$ cat config.mk
export PLATFORM = sky130hd
export DESIGN_NAME = program_loader_flat
export DESIGN_NICKNAME = d
export VERILOG_FILES = /design/src/rtl/program_loader_if.sv /design/src/rtl/program_loader.sv /design/src/flat_wrapper.sv
export SDC_FILE = /design/constraint.sdc
export NUM_CORES = 1
export LEC_CHECK = 0
export ABC_AREA = 1
export CAP_MARGIN = 5
export CORE_UTILIZATION = 49
export DETAILED_ROUTE_END_ITERATION = 12
export GPL_ROUTABILITY_DRIVEN = 1
export GPL_TIMING_DRIVEN = 1
export PLACE_DENSITY = 0.83
export SYNTH_ARGS = -nofsm -noshare
export SYNTH_HDL_FRONTEND = slang
export SYNTH_SLANG_ARGS = --single-unit
$ cat constraint.sdc
create_clock -name clk -period 2.1 [get_ports clk]
set_clock_uncertainty 0.1 [all_clocks]
set_input_delay 0.42 -clock clk [delete_from_list [all_inputs] [get_ports clk]]
set_output_delay 0.42 -clock clk [all_outputs]
set_load 0.01 [all_outputs]
$ cat src/rtl/program_loader_if.sv
// Byte-stream input and main-memory write bus of the boot program loader.
interface program_loader_if #(
  parameter int addr_width = 8,
  parameter int data_width = 16
);
  logic [7:0]            in_byte;
  logic                  in_valid;
  logic                  in_ready;
  logic [addr_width-1:0] ld_addr;
  logic [data_width-1:0] ld_data;
  logic                  ld_wr;

  modport master (output in_byte, in_valid, input in_ready, ld_addr, ld_data, ld_wr);
  modport slave  (input in_byte, in_valid, output in_ready, ld_addr, ld_data, ld_wr);
endinterface

$ cat src/rtl/program_loader.sv
// Boot loader: parses a framed byte stream (count, big-endian words, XOR checksum),
// writes words to consecutive memory addresses and holds the CPU in reset until a good load.
module program_loader #(
  parameter int                    data_width = 16,
  parameter int                    addr_width = 8,
  parameter logic [addr_width-1:0] start_addr = '0
) (
  input  logic             clk,
  input  logic             rst,
  program_loader_if.slave  bus,
  input  logic             start,
  output logic             cpu_rst,
  output logic             done,
  output logic             err
);

  typedef enum logic [2:0] {
    S_COUNT, S_HI, S_LO, S_WRITE, S_CKSUM, S_DONE, S_ERR
  } state_t;

  state_t                state_reg, state_next;
  logic [7:0]            count_reg, count_next;
  logic [7:0]            idx_reg, idx_next;
  logic [7:0]            xsum_reg, xsum_next;
  logic [7:0]            hi_reg, hi_next;
  logic                  ld_wr_reg, ld_wr_next;
  logic [addr_width-1:0] ld_addr_reg, ld_addr_next;
  logic [data_width-1:0] ld_data_reg, ld_data_next;
  logic                  cpu_rst_reg, cpu_rst_next;
  logic                  done_reg, done_next;
  logic                  err_reg, err_next;
  logic                  in_ready;
  logic                  accept;
  logic [8:0]            idx_inc;

  assign in_ready = (state_reg == S_COUNT) || (state_reg == S_HI) ||
                    (state_reg == S_LO)    || (state_reg == S_CKSUM);
  assign accept   = bus.in_valid & in_ready;
  // Nine bits so that idx+1 compares correctly against a count of 255.
  assign idx_inc  = {1'b0, idx_reg} + 9'd1;

  always_ff @(posedge clk or posedge rst) begin
    if (rst) begin
      state_reg   <= S_COUNT;
      count_reg   <= '0;
      idx_reg     <= '0;
      xsum_reg    <= '0;
      hi_reg      <= '0;
      ld_wr_reg   <= 1'b0;
      ld_addr_reg <= '0;
      ld_data_reg <= '0;
      cpu_rst_reg <= 1'b1;
      done_reg    <= 1'b0;
      err_reg     <= 1'b0;
    end else begin
      state_reg   <= state_next;
      count_reg   <= count_next;
      idx_reg     <= idx_next;
      xsum_reg    <= xsum_next;
      hi_reg      <= hi_next;
      ld_wr_reg   <= ld_wr_next;
      ld_addr_reg <= ld_addr_next;
      ld_data_reg <= ld_data_next;
      cpu_rst_reg <= cpu_rst_next;
      done_reg    <= done_next;
      err_reg     <= err_next;
    end
  end

  always_comb begin
    state_next   = state_reg;
    count_next   = count_reg;
    idx_next     = idx_reg;
    xsum_next    = xsum_reg;
    hi_next      = hi_reg;
    ld_wr_next   = 1'b0;
    ld_addr_next = ld_addr_reg;
    ld_data_next = ld_data_reg;
    cpu_rst_next = cpu_rst_reg;
    done_next    = done_reg;
    err_next     = err_reg;
    unique case (state_reg)
      S_COUNT: if (accept) begin
        count_next = bus.in_byte;
        xsum_next  = bus.in_byte;
        state_next = (bus.in_byte == 8'd0) ? S_CKSUM : S_HI;
      end
      S_HI: if (accept) begin
        hi_next    = bus.in_byte;
        xsum_next  = xsum_reg ^ bus.in_byte;
        state_next = S_LO;
      end
      // Write strobe is registered here so it is high exactly for the WRITE cycle.
      S_LO: if (accept) begin
        xsum_next    = xsum_reg ^ bus.in_byte;
        ld_wr_next   = 1'b1;
        ld_addr_next = start_addr + addr_width'(idx_reg);
        ld_data_next = data_width'({hi_reg, bus.in_byte});
        state_next   = S_WRITE;
      end
      S_WRITE: begin
        idx_next   = idx_inc[7:0];
        state_next = (idx_inc < {1'b0, count_reg}) ? S_HI : S_CKSUM;
      end
      S_CKSUM: if (accept) begin
        if (bus.in_byte == xsum_reg) begin
          state_next   = S_DONE;
          done_next    = 1'b1;
          cpu_rst_next = 1'b0;
        end else begin
          state_next = S_ERR;
          err_next   = 1'b1;
        end
      end
      S_DONE, S_ERR: if (start) begin
        state_next   = S_COUNT;
        idx_next     = '0;
        xsum_next    = '0;
        done_next    = 1'b0;
        err_next     = 1'b0;
        cpu_rst_next = 1'b1;
      end
      default: state_next = S_COUNT;
    endcase
  end

  assign bus.in_ready = in_ready;
  assign bus.ld_wr    = ld_wr_reg;
  assign bus.ld_addr  = ld_addr_reg;
  assign bus.ld_data  = ld_data_reg;
  assign cpu_rst      = cpu_rst_reg;
  assign done         = done_reg;
  assign err          = err_reg;

endmodule

$ cat src/flat_wrapper.sv
// flat-port wrapper written by rule: the top's interface ports become plain ports
module program_loader_flat 
#(
  parameter int                    data_width = 16,
  parameter int                    addr_width = 8,
  parameter logic [addr_width-1:0] start_addr = '0
)
  (clk, rst, start, cpu_rst, done, err, bus_in_byte, bus_in_valid, bus_in_ready, bus_ld_addr, bus_ld_data, bus_ld_wr);
  program_loader_if #(.addr_width(addr_width), .data_width(data_width)) bus_i ();
  input  logic clk;
  input  logic rst;
  input  logic start;
  output logic cpu_rst;
  output logic done;
  output logic err;
  input wire logic [$bits(bus_i.in_byte)-1:0] bus_in_byte;
  input wire logic [$bits(bus_i.in_valid)-1:0] bus_in_valid;
  output wire logic [$bits(bus_i.in_ready)-1:0] bus_in_ready;
  output wire logic [$bits(bus_i.ld_addr)-1:0] bus_ld_addr;
  output wire logic [$bits(bus_i.ld_data)-1:0] bus_ld_data;
  output wire logic [$bits(bus_i.ld_wr)-1:0] bus_ld_wr;
  assign bus_i.in_byte = bus_in_byte;
  assign bus_i.in_valid = bus_in_valid;
  assign bus_in_ready = bus_i.in_ready;
  assign bus_ld_addr = bus_i.ld_addr;
  assign bus_ld_data = bus_i.ld_data;
  assign bus_ld_wr = bus_i.ld_wr;
  program_loader #(.data_width(data_width), .addr_width(addr_width), .start_addr(start_addr)) u_core (.clk(clk), .rst(rst), .bus(bus_i), .start(start), .cpu_rst(cpu_rst), .done(done), .err(err));
endmodule
======== Word-level counts from Yosys, hierarchy flattened ========
Index checks and enable logic that the tools add are counted.
storage, ports and cells
  output and inout bits ................... 29
  word-level logic and storage cells ...... 75
  bits in writable memories ............... 0
  register bits after elaboration ......... 63
  memories ................................ 0
  latch bits .............................. 0
  ROM bits ................................ 0
operators by class
  multipliers ............................. 0
  equal/unequal tests ..................... 15
  div/mod/pow operators ................... 0
  reductions and logical operators ........ 18
  bitwise operators ....................... 2
  add/subtract/negate cells ............... 1
  order comparisons ....................... 1
  mux-type cells .......................... 27
  shift operators ......................... 0
operator list
  operator                                                         number
  8-bit two-way mux                                                3
  8-bit one-hot mux with 3 select lines                            1
  3-bit two-way mux                                                7
  3-bit one-hot mux with 6 select lines                            1
  8-bit one-hot mux with 2 select lines                            1
  4-bit AND reduction                                              3
  1-bit two-way mux                                                10
  2-bit by 1-bit != test with 1-bit output, second input constant  5
  8-bit by 1-bit adder with 9-bit output, second input constant    1
  3-bit == test, second input constant                             3
  9-bit by 8-bit less-than comparator with 1-bit output            1
  8-bit == test                                                    1
  8-bit logical NOT                                                1
  2-bit AND reduction                                              4
  8-bit bitwise XOR                                                1
  3-bit by 2-bit == test with 1-bit output, second input constant  2
  2-bit != test, second input constant                             3
  1-bit one-hot mux with 2 select lines                            3
  5-bit AND reduction                                              1
  2-bit nonzero test                                               2
  2-bit OR reduction                                               2
  3-bit by 1-bit == test with 1-bit output, second input constant  1
  3-bit logical NOT                                                1
  1-bit logical OR                                                 3
  3 further kinds                                                  3

======== Longest topological paths before layout ========
Gate-level depths: netlist of run 1.
  word-level depth ........................ 7
  mapped depth ............................ 16
  gate-level depth less buffers ........... 16

======== Worst setup path after synthesis of run 1 ========
Ideal clock, no wire load.
  path kind ............................... register to register
  from .................................... register u_core.idx_reg[0]
  to ...................................... register u_core.state_reg[2]
  clock period less this slack ............ 2028 ps
  path slack .............................. 72 ps
  arrival ................................. 1812 ps
  cell stages (with the launch flop) ...... 15
  data required time ...................... 1883 ps
  cell sequence ........................... dfrtp_1 -> ha_1 -> nand3_1 -> nor2_1 -> xor2_1 -> inv_1 -> ha_1 -> a21oi_1 -> o21bai_1 -> nor2_1 -> nand2_1 -> nand2_1 -> nand2_1 -> nand2_1 -> nand2_1
on the way
  word-level cells in the longest chain between the ends .. 4
ends and longest elaborated chain
  element                                                RTL line               RTL
  start: declaration                                     program_loader.sv:23   logic [7:0] idx_reg, idx_next;
  start signal: assignment                               program_loader.sv:58   idx_reg <= idx_next;
  8-bit by 1-bit adder with 9-bit output                 program_loader.sv:40   assign idx_inc = {1'b0, idx_reg} + 9'd1;
  9-bit by 8-bit less-than comparator with 1-bit output  program_loader.sv:103  state_next = (idx_inc < {1'b0, count_reg}) ? S_HI : S_CKSUM;
  3-bit two-way mux                                      program_loader.sv:103
  3-bit one-hot mux with 6 select lines                  program_loader.sv:82   unique case (state_reg)
  end signal: assignment                                 program_loader.sv:56   state_reg <= state_next;
  end: declaration                                       program_loader.sv:21   state_t state_reg, state_next;
Every way passes these cells.
A chain may end at the register's enable or synchronous reset.

======== Worst setup path in the final report of run 1 ========
  from .................................... register u_core.idx_reg[1]
  to ...................................... register u_core.state_reg[2]
The elaborated chain is that of the path after synthesis.

==> key figures, run 1 <==
Logic synthesis
  • Largest area contributor in the netlist: dfrtp_1
  • Ys async rst share: 1.00
  • Yosys warnings: 0
  • Yosys reg bits: 63
  • Syn nets: 410
  • Top-area cell type share of the netlist area: 0.501
  • Number of synthesized flops with an enable pin: 0
  • Synth Area per Inst: slightly below 8 µm²
  • Netlist cell types: 26
  • Ys flop type: dfrtp_1
  • Cell Area, Synth: 3090 µm²
  • Sequential fraction of the synthesis area: 0.510
  • Synth Instances: between 300 and 400
  • Post-synth top cells: nand2_1 (147), dfrtp_1 (62), inv_1 (53), o21ai_0 (41), nand3_1 (18)
  • Most numerous cell in the Yosys netlist: nand2_1
  • Top post-synthesis cells by area: dfrtp_1 (50%), nand2_1 (18%), o21ai_0 (6.6%), inv_1 (6.4%), ha_1 (3.2%)

Finish
  • Finished Core Util: 0.676
  • Max FFs per register: 16
  • Nets: 478
  • Area grow syn2layout: 30.9%
  • Cell Count, Final, Fillers Out: 538
  • Layout cells sized above 1: 0.166
  • Ant diodes: 0

Floorplan
  • Chip width: just over 80 µm
  • Core footprint: 5990 µm²
  • Die Y: 81.5 µm
  • Ports: 41
  • Full die area: roughly 6600 µm²
  • Initial core utilization: 0.516
  • Core Rows: 28

Timing
  • Final setup fails: 0
  • RSZ-0062 raised after global routing: yes
  • Crit path time final: 2070 ps
  • Relative slew slack: 0.719
  • Pins Over Slew Limit: 0
  • Final Hold Vio Count: 0
  • Slew @ Worst Pin: 417 ps
  • Period utilization: 0.985
  • Max Freq: between 400 and 500 MHz

Critical path
  • CP dominant cell by count: nand2_1
  • R2R Setup Slk: 30 ps
  • CP top delay family: simple AND/OR/NAND/NOR gates
  • Crit Reg-Reg Startpoint: u_core.idx_reg[1]
  • Crit-path max FO: 3
  • Arrival @ worst endpoint: roughly 2200 ps
  • CP max stage cell: dfrtp_1
  • Worst r2r dst: u_core.state_reg[2]
  • Worst r2r path cells: 14
  • Setup crit end kind: register
  • CP Buf/Inv Count: 1
  • Startpoint types: register
  • Worst-path cell chain: nand3_2 -> nor2_4 -> nand2_2 -> nor2_2 -> xor2_1 -> inv_1 -> ha_4 -> and3_1 -> nand2_1 -> nand2_1 -> nand2_1 -> nand2_1 -> nand2_1 -> nand2_1
  • CP peak stage delay: between 400 and 500 ps
  • Worst Path Required: ~2200 ps
  • Crit Path Class: reg2reg

Detailed routing
  • Vias: 2758
  • Initial DRT Pass Iterations: 4
  • WL per Instance: around 13 µm
  • Final WL: around 6800 µm
  • Remaining DRCs: 0
  • Iter 0 DRT Violations: around 180
  • Remaining antenna violation count after routing: 0
  • Via density: 5.13

Clocking
  • Number of CTS-inserted buffers: 9
  • CTS root buffer: clkbuf_8
  • CTS sink count: 63
  • Clock Latency Late Sink: around 350 ps
  • CTS tree: done
  • Clock-pin slew on the worst setup and hold paths: 70 ps
  • Clk buf depth: 2
  • # H-tree levels: 3

Global routing
  • First-pass GRT wire length: around 11000 µm
  • Overflow after GRT: 0
  • GRT Total Usage: 0.232
  • Vias in the first global route: between 2000 and 3000
  • Initial antenna violation count: 0
  • Largest net degree at the start of global routing: between 60 and 70

Power and ir drop
  • Leakage: 2.05 nW
  • Comb power frac: 0.473
  • Power Dens Cells: about 1500 nW/µm²
  • Clock share of power: 0.177
  • Switch share: 0.395
  • P_sw: roughly 2.4 mW
  • Pint: roughly 3.6 mW
  • Maximum VDD drop: ~0.74 mV
  • Seq pwr share: 0.350

Status
  • Outcome: finished, final reports clean

Worst hold path
  • Worst hold path type: in2async

Placed design
  • RePlAce Congestion: 0.826
  • DP HPWL: ~4700 µm
  • IO buf count: 40
  • Placed Cells: about 510

Flow run
  • Max-cap check violation count: 0
## cells by family (layout without fill, tap and decap cells)
family / Yosys count / in the layout / share of synthesized area
adder cells (fa/ha/maj): 8 / 8 / 0.0324
flip-flops: 63 / 63 / 0.510
XOR/XNOR: 4 / 4 / 0.0113
AND/OR/NAND/NOR: 191 / 191 / 0.251
buffers and inverters: 63 / 136 / 0.0829
AO/OA/AOI/OAI: 61 / 61 / 0.113
## worst min-delay path: stages
cell and delay [ps]:
clkdlybuf4s50_1 410, inv_2 70, buf_12 300
## through the flow
stage | worst slack (ps) | hold WS, ps | setup TNS, ps | total power [mW] | area, µm²
4_1_cts | -39.1 | 359 | -39.1 | 5.87 | 3960
6_report | 31.6 | 348 | 0 | 5.98 | 4050
2_1_floorplan | 11.9 | 342 | 0 | 3.74 | 3090
5_1_grt | -206 | 388 | -353 | 6.47 | 4050
3_3_place_gp | -4.44 | 355 | -4.44 | 4.56 | 3680
3_5_place_dp | -149 | 363 | -242 | 4.70 | 3680
## power by group through the flow
stage | Sequential, mW | Combinational (mW) | Clock, mW
4_1_cts | 2.07 | 2.73 | 1.07
3_3_place_gp | 2.05 | 2.50 | 0
6_report | 2.09 | 2.83 | 1.06
5_1_grt | 2.16 | 3.20 | 1.12
3_5_place_dp | 2.09 | 2.61 | 0
2_1_floorplan | 2.14 | 1.60 | 0
## routing by layer
layer	vias to the layer above	routed length [µm]	track usage
li1	1359	-	-
met2	73	3270	0.378
met5	-	0	0
met4	0	243	0.146
met3	25	302	0.0489
met1	1301	3020	0.281
## repair_timing
item | 4_1_cts | 5_1_grt
hold endpoints to repair | 0 | 0
pin swaps | 4 | 10
endpoints found under the setup margin | 3 | 2
hold buffers | 0 | 0
gates resized for setup | 10 | 14
setup buffers | 6 | 3
## cell usage in the layout, fill, tap and decap left out, types with 2 or more instances in the layout
cell and n:
o21ai_2 9, nor2_1 12, nand2_2 7, clkdlybuf4s50_1 39, xor2_1 2, a21oi_1 3, nor2_4 4, buf_12 2
o21ai_0 41, inv_1 51, nand3_1 16, buf_4 22, dfrtp_2 4, dfrtp_1 58, clkinvlp_4 3, xor2_2 2
nand4_1 2, ha_4 3, inv_2 4, o22ai_1 4, clkbuf_8 10, ha_1 5, nand2_1 145
## cell type report
class                      instances  area, µm²
clock inverter                     5       57.6
clock buffer                      11        141
inverter                          56        210
multi-input combinational        264       1360
fill                             461       1940
tap                               75       93.8
sequential                        63       1580
timing repair buffer              64        604
## worst max path at each step
stage                                  to              start  depth (start not counted)
floorplan           u_core.bus.ld_addr[0]                rst                          1
global placement      u_core.state_reg[2]  u_core.idx_reg[0]                         14
detailed placement    u_core.state_reg[2]  u_core.idx_reg[0]                         14
CTS                   u_core.state_reg[2]  u_core.idx_reg[0]                         14
global route          u_core.state_reg[2]  u_core.idx_reg[1]                         15
finish                u_core.state_reg[2]  u_core.idx_reg[1]                         14
Note: power is estimated with default switching activity, not from simulation.
==> inputs of run 2 (changes only) <==
ABC_AREA = not set   (was 1)
CELL_PAD_IN_SITES_DETAIL_PLACEMENT = 0   (was not set)
CELL_PAD_IN_SITES_GLOBAL_PLACEMENT = 1   (was not set)
CORE_UTILIZATION = 39   (was 49)
SETUP_SLACK_MARGIN = 0.5   (was not set)
==> key figures, run 2 <==
Timing
  • Final setup fails: 2 (+2)
  • Final Hold Vio Count: 0 (unchanged)
  • RSZ-0062 raised after global routing: yes
  • Relative slew slack: 0.719 (about the same)
  • Final worst slack: -141 ps (-172 ps)
  • Slew @ Worst Pin: 420 ps (+3.09 ps)
  • Max Freq: 446 MHz (-7.7%)
  • Pins Over Slew Limit: 0 (unchanged)
  • Crit path time final: 2240 ps (+172 ps)
  • Period utilization: 1.07 (+0.0820)

Finish
  • Finished Core Util: 0.628 (-0.0478)
  • Filler cell count: 594 (+29%)
  • Storage element area: 1580 µm² (-0.32%)
  • Cell Count, Final, Fillers Out: 486 (-9.7%)
  • Ant diodes: 0 (unchanged)
  • Most frequent cells in the layout: dfrtp_1 (62), mux2_4 (39), dlygate4sd2_1 (34)
  • Most common cell after layout, fill and taps aside: dfrtp_1
  • Nets: 399 (-17%)
  • Multi-input gate area: 1870 µm² (+37%)
  • Layout cells sized above 1: 0.456 (+0.289)
  • Area grow syn2layout: 55.9%
  • Max FFs per register: 16 (unchanged)

Detailed routing
  • WL per Instance: 17.8 µm (+40%)
  • Final WL: 8630 µm (+26%)
  • Vias: 2609 (-5.4%)
  • Via density: 5.37 (+4.7%)
  • Iter 0 DRT Violations: 118 (-33%)
  • Remaining antenna violation count after routing: 0 (unchanged)
  • Remaining DRCs: 0 (unchanged)
  • Initial DRT Pass Iterations: 4 (unchanged)

Clocking
  • CTS root buffer: clkbuf_8
  • CTS tree: done
  • Clock Latency Late Sink: 350 ps (about the same)
  • # H-tree levels: 3 (unchanged)
  • Number of CTS-inserted buffers: 9 (unchanged)
  • Clk buf depth: 2 (unchanged)
  • Clock-pin slew on the worst setup and hold paths: 80 ps (about the same)
  • CTS sink count: 63 (unchanged)

Logic synthesis
  • XOR/XNOR share of the synthesized area: 0.0396 (+0.0283)
  • Compound-Gate Fraction of Synth Area: 0.101 (-0.0114)
  • Synth Instances: 278 (-29%)
  • Number of synthesized flops with an enable pin: 0 (unchanged)
  • Sequential fraction of the synthesis area: 0.509 (-0.000618)
  • Syn nets: 298 (-27%)
  • Synth Area in Adders: 0.0323 (-0.0000392)
  • Largest family of logic cells by synthesized area: multiplexers
  • Post-synthesis simple-gate area fraction: 0.132 (-0.119)
  • Post-synth top cells: dfrtp_1 (62), mux2_2 (31), nor2_1 (24), nand2_1 (23), a21oi_1 (22)
  • Multiplexer share of the synthesized area: 0.152 (+0.152)
  • Top-area cell type share of the netlist area: 0.501 (-0.000608)
  • Top post-synthesis cells by area: dfrtp_1 (50%), mux2_2 (11%), mux2_1 (3.6%), a21oi_1 (3.6%), ha_1 (3.2%)
  • Yosys reg bits: 63 (unchanged)
  • Largest area contributor in the netlist: dfrtp_1
  • Synth Area per Inst: 11.1 µm² (+40%)
  • Yosys warnings: 0 (unchanged)
  • Ys async rst share: 1.00 (unchanged)
  • Cell Area, Synth: 3100 µm² (+0.12%)
  • Ys flop type: dfrtp_1
  • Most numerous cell in the Yosys netlist: dfrtp_1
  • Netlist cell types: 43 (+65%)

Critical path
  • Worst r2r dst: u_core.state_reg[2]
  • CP peak stage delay: 430 ps (about the same)
  • Arrival @ worst endpoint: 2380 ps (+170 ps)
  • R2R Setup Slk: -140 ps (-170 ps)
  • Setup crit end kind: register
  • CP max stage cell: dfrtp_1
  • Crit Path Class: reg2reg
  • Worst-path cell chain: ha_4 -> xor2_1 -> ha_1 -> a211o_1 -> a31oi_1 -> nor3_1 -> a311o_1 -> a21o_1
  • Crit Reg-Reg Startpoint: u_core.idx_reg[0]
  • CP Buf/Inv Count: 0 (-1)
  • Worst Path Required: 2240 ps (about the same)
  • CP top delay family: compound AO/OA/AOI/OAI gates
  • Crit-path max FO: 3 (unchanged)
  • Worst r2r path cells: 8 (-6)
  • Startpoint types: register

Floorplan
  • Chip width: 91.1 µm (+12%)
  • Core Rows: 32 (+14%)
  • Ports: 41 (unchanged)
  • Core footprint: 7690 µm² (+28%)
  • Die Y: 91.1 µm (+12%)
  • Initial core utilization: 0.403 (-0.114)
  • Full die area: 8300 µm² (+25%)

Global routing
  • GRT Total Usage: 0.199 (-0.0338)
  • Largest net degree at the start of global routing: 28 (-56%)
  • Vias in the first global route: 2497 (-6.8%)
  • Overflow after GRT: 0 (unchanged)
  • First-pass GRT wire length: 12600 µm (+9.8%)
  • Initial antenna violation count: 0 (unchanged)

Status
  • Failing checks: setup timing
  • Outcome: finished, violations left

Power and ir drop
  • Power Dens Cells: 1360 nW/µm² (-7.9%)
  • Maximum VDD drop: 0.914 mV (+24%)
  • Leakage: 2.31 nW (+12%)

Worst hold path
  • Worst hold path type: in2async

Placed design
  • DP HPWL: 4780 µm (+0.76%)
  • RePlAce Congestion: 0.820 (-0.73%)
  • IO buf count: 40 (unchanged)
  • Placed Cells: 441 (-14%)
  • Place WS: -111 ps (+38.0 ps)

Flow run
  • Max-cap check violation count: 0 (unchanged)
-- run 2: cell types whose count changed after synthesis, sizes merged, moves of 12 or more --
cell,delta
inv,-47
nand2,-128
a21oi,+19
o21ai,-40
nand3,-12
mux2,+41
-- run 2: routing by layer --
metal / part of all wire / track usage / vias to the layer above
li1: - / - / 1189
met1: 0.43 / 0.264 / 1315
met2: 0.49 / 0.319 / 80
met3: 0.042 / 0.0285 / 25
met4: 0.034 / 0.0952 / 0
met5: 0 / 0 / -
-- run 2: cells by family (layout without fill, tap and decap cells) --
| family | Yosys count | after routing |
|---|---|---|
| adder cells (fa/ha/maj) | 8 | 8 |
| multiplexers | 42 | 42 |
| AND/OR/NAND/NOR | 82 | 83 |
| flip-flops | 63 | 63 |
| buffers and inverters | 19 | 124 |
| AO/OA/AOI/OAI | 50 | 50 |
| XOR/XNOR | 14 | 14 |
-- run 2: per-stage QoR --
step | TNS [ps] | hold WS (ps) | power, mW | instance area, µm²
finish | -252 | 318 | 6.56 | 4830
global placement | -93.2 | 364 | 4.28 | 3850
CTS | -167 | 321 | 5.87 | 4390
global route | -402 | 344 | 6.90 | 4830
detailed placement | -315 | 366 | 4.34 | 3850
floorplan | -116 | 352 | 3.40 | 3100
-- run 2: how the worst max path moves through the flow --
stage / start / to / depth (start not counted)
3_5_place_dp: u_core.idx_reg[3] / u_core.state_reg[2] / 9
3_3_place_gp: u_core.idx_reg[0] / u_core.state_reg[2] / 8
2_1_floorplan: u_core.idx_reg[2] / u_core.state_reg[2] / 9
4_1_cts: u_core.idx_reg[0] / u_core.state_reg[0] / 8
5_1_grt: u_core.idx_reg[0] / u_core.state_reg[2] / 8
6_report: u_core.idx_reg[0] / u_core.state_reg[2] / 8
-- run 2: repair_timing --
action                     CTS  global route
buffers inserted            16             9
resized for setup           95            82
setup endpoints to repair   79            58
pin swaps                   19            25
hold buffers                 0             0
gates cloned                 3             1
-- run 2: where the power goes --
group          switching [mW]  internal (mW)
combinational            1.43           1.84
sequential              0.369           1.72
clock                   0.528          0.672
total                    2.33           4.23
-- run 2: final cells by class --
class / count / area share
Sequential cell: 63 / 0.327
Multi-Input combinational cell: 197 / 0.387
Inverter: 8 / 0.00699
Tap cell: 102 / 0.0264
Clock inverter: 7 / 0.0199
Timing Repair Buffer: 100 / 0.208
Clock buffer: 9 / 0.0256
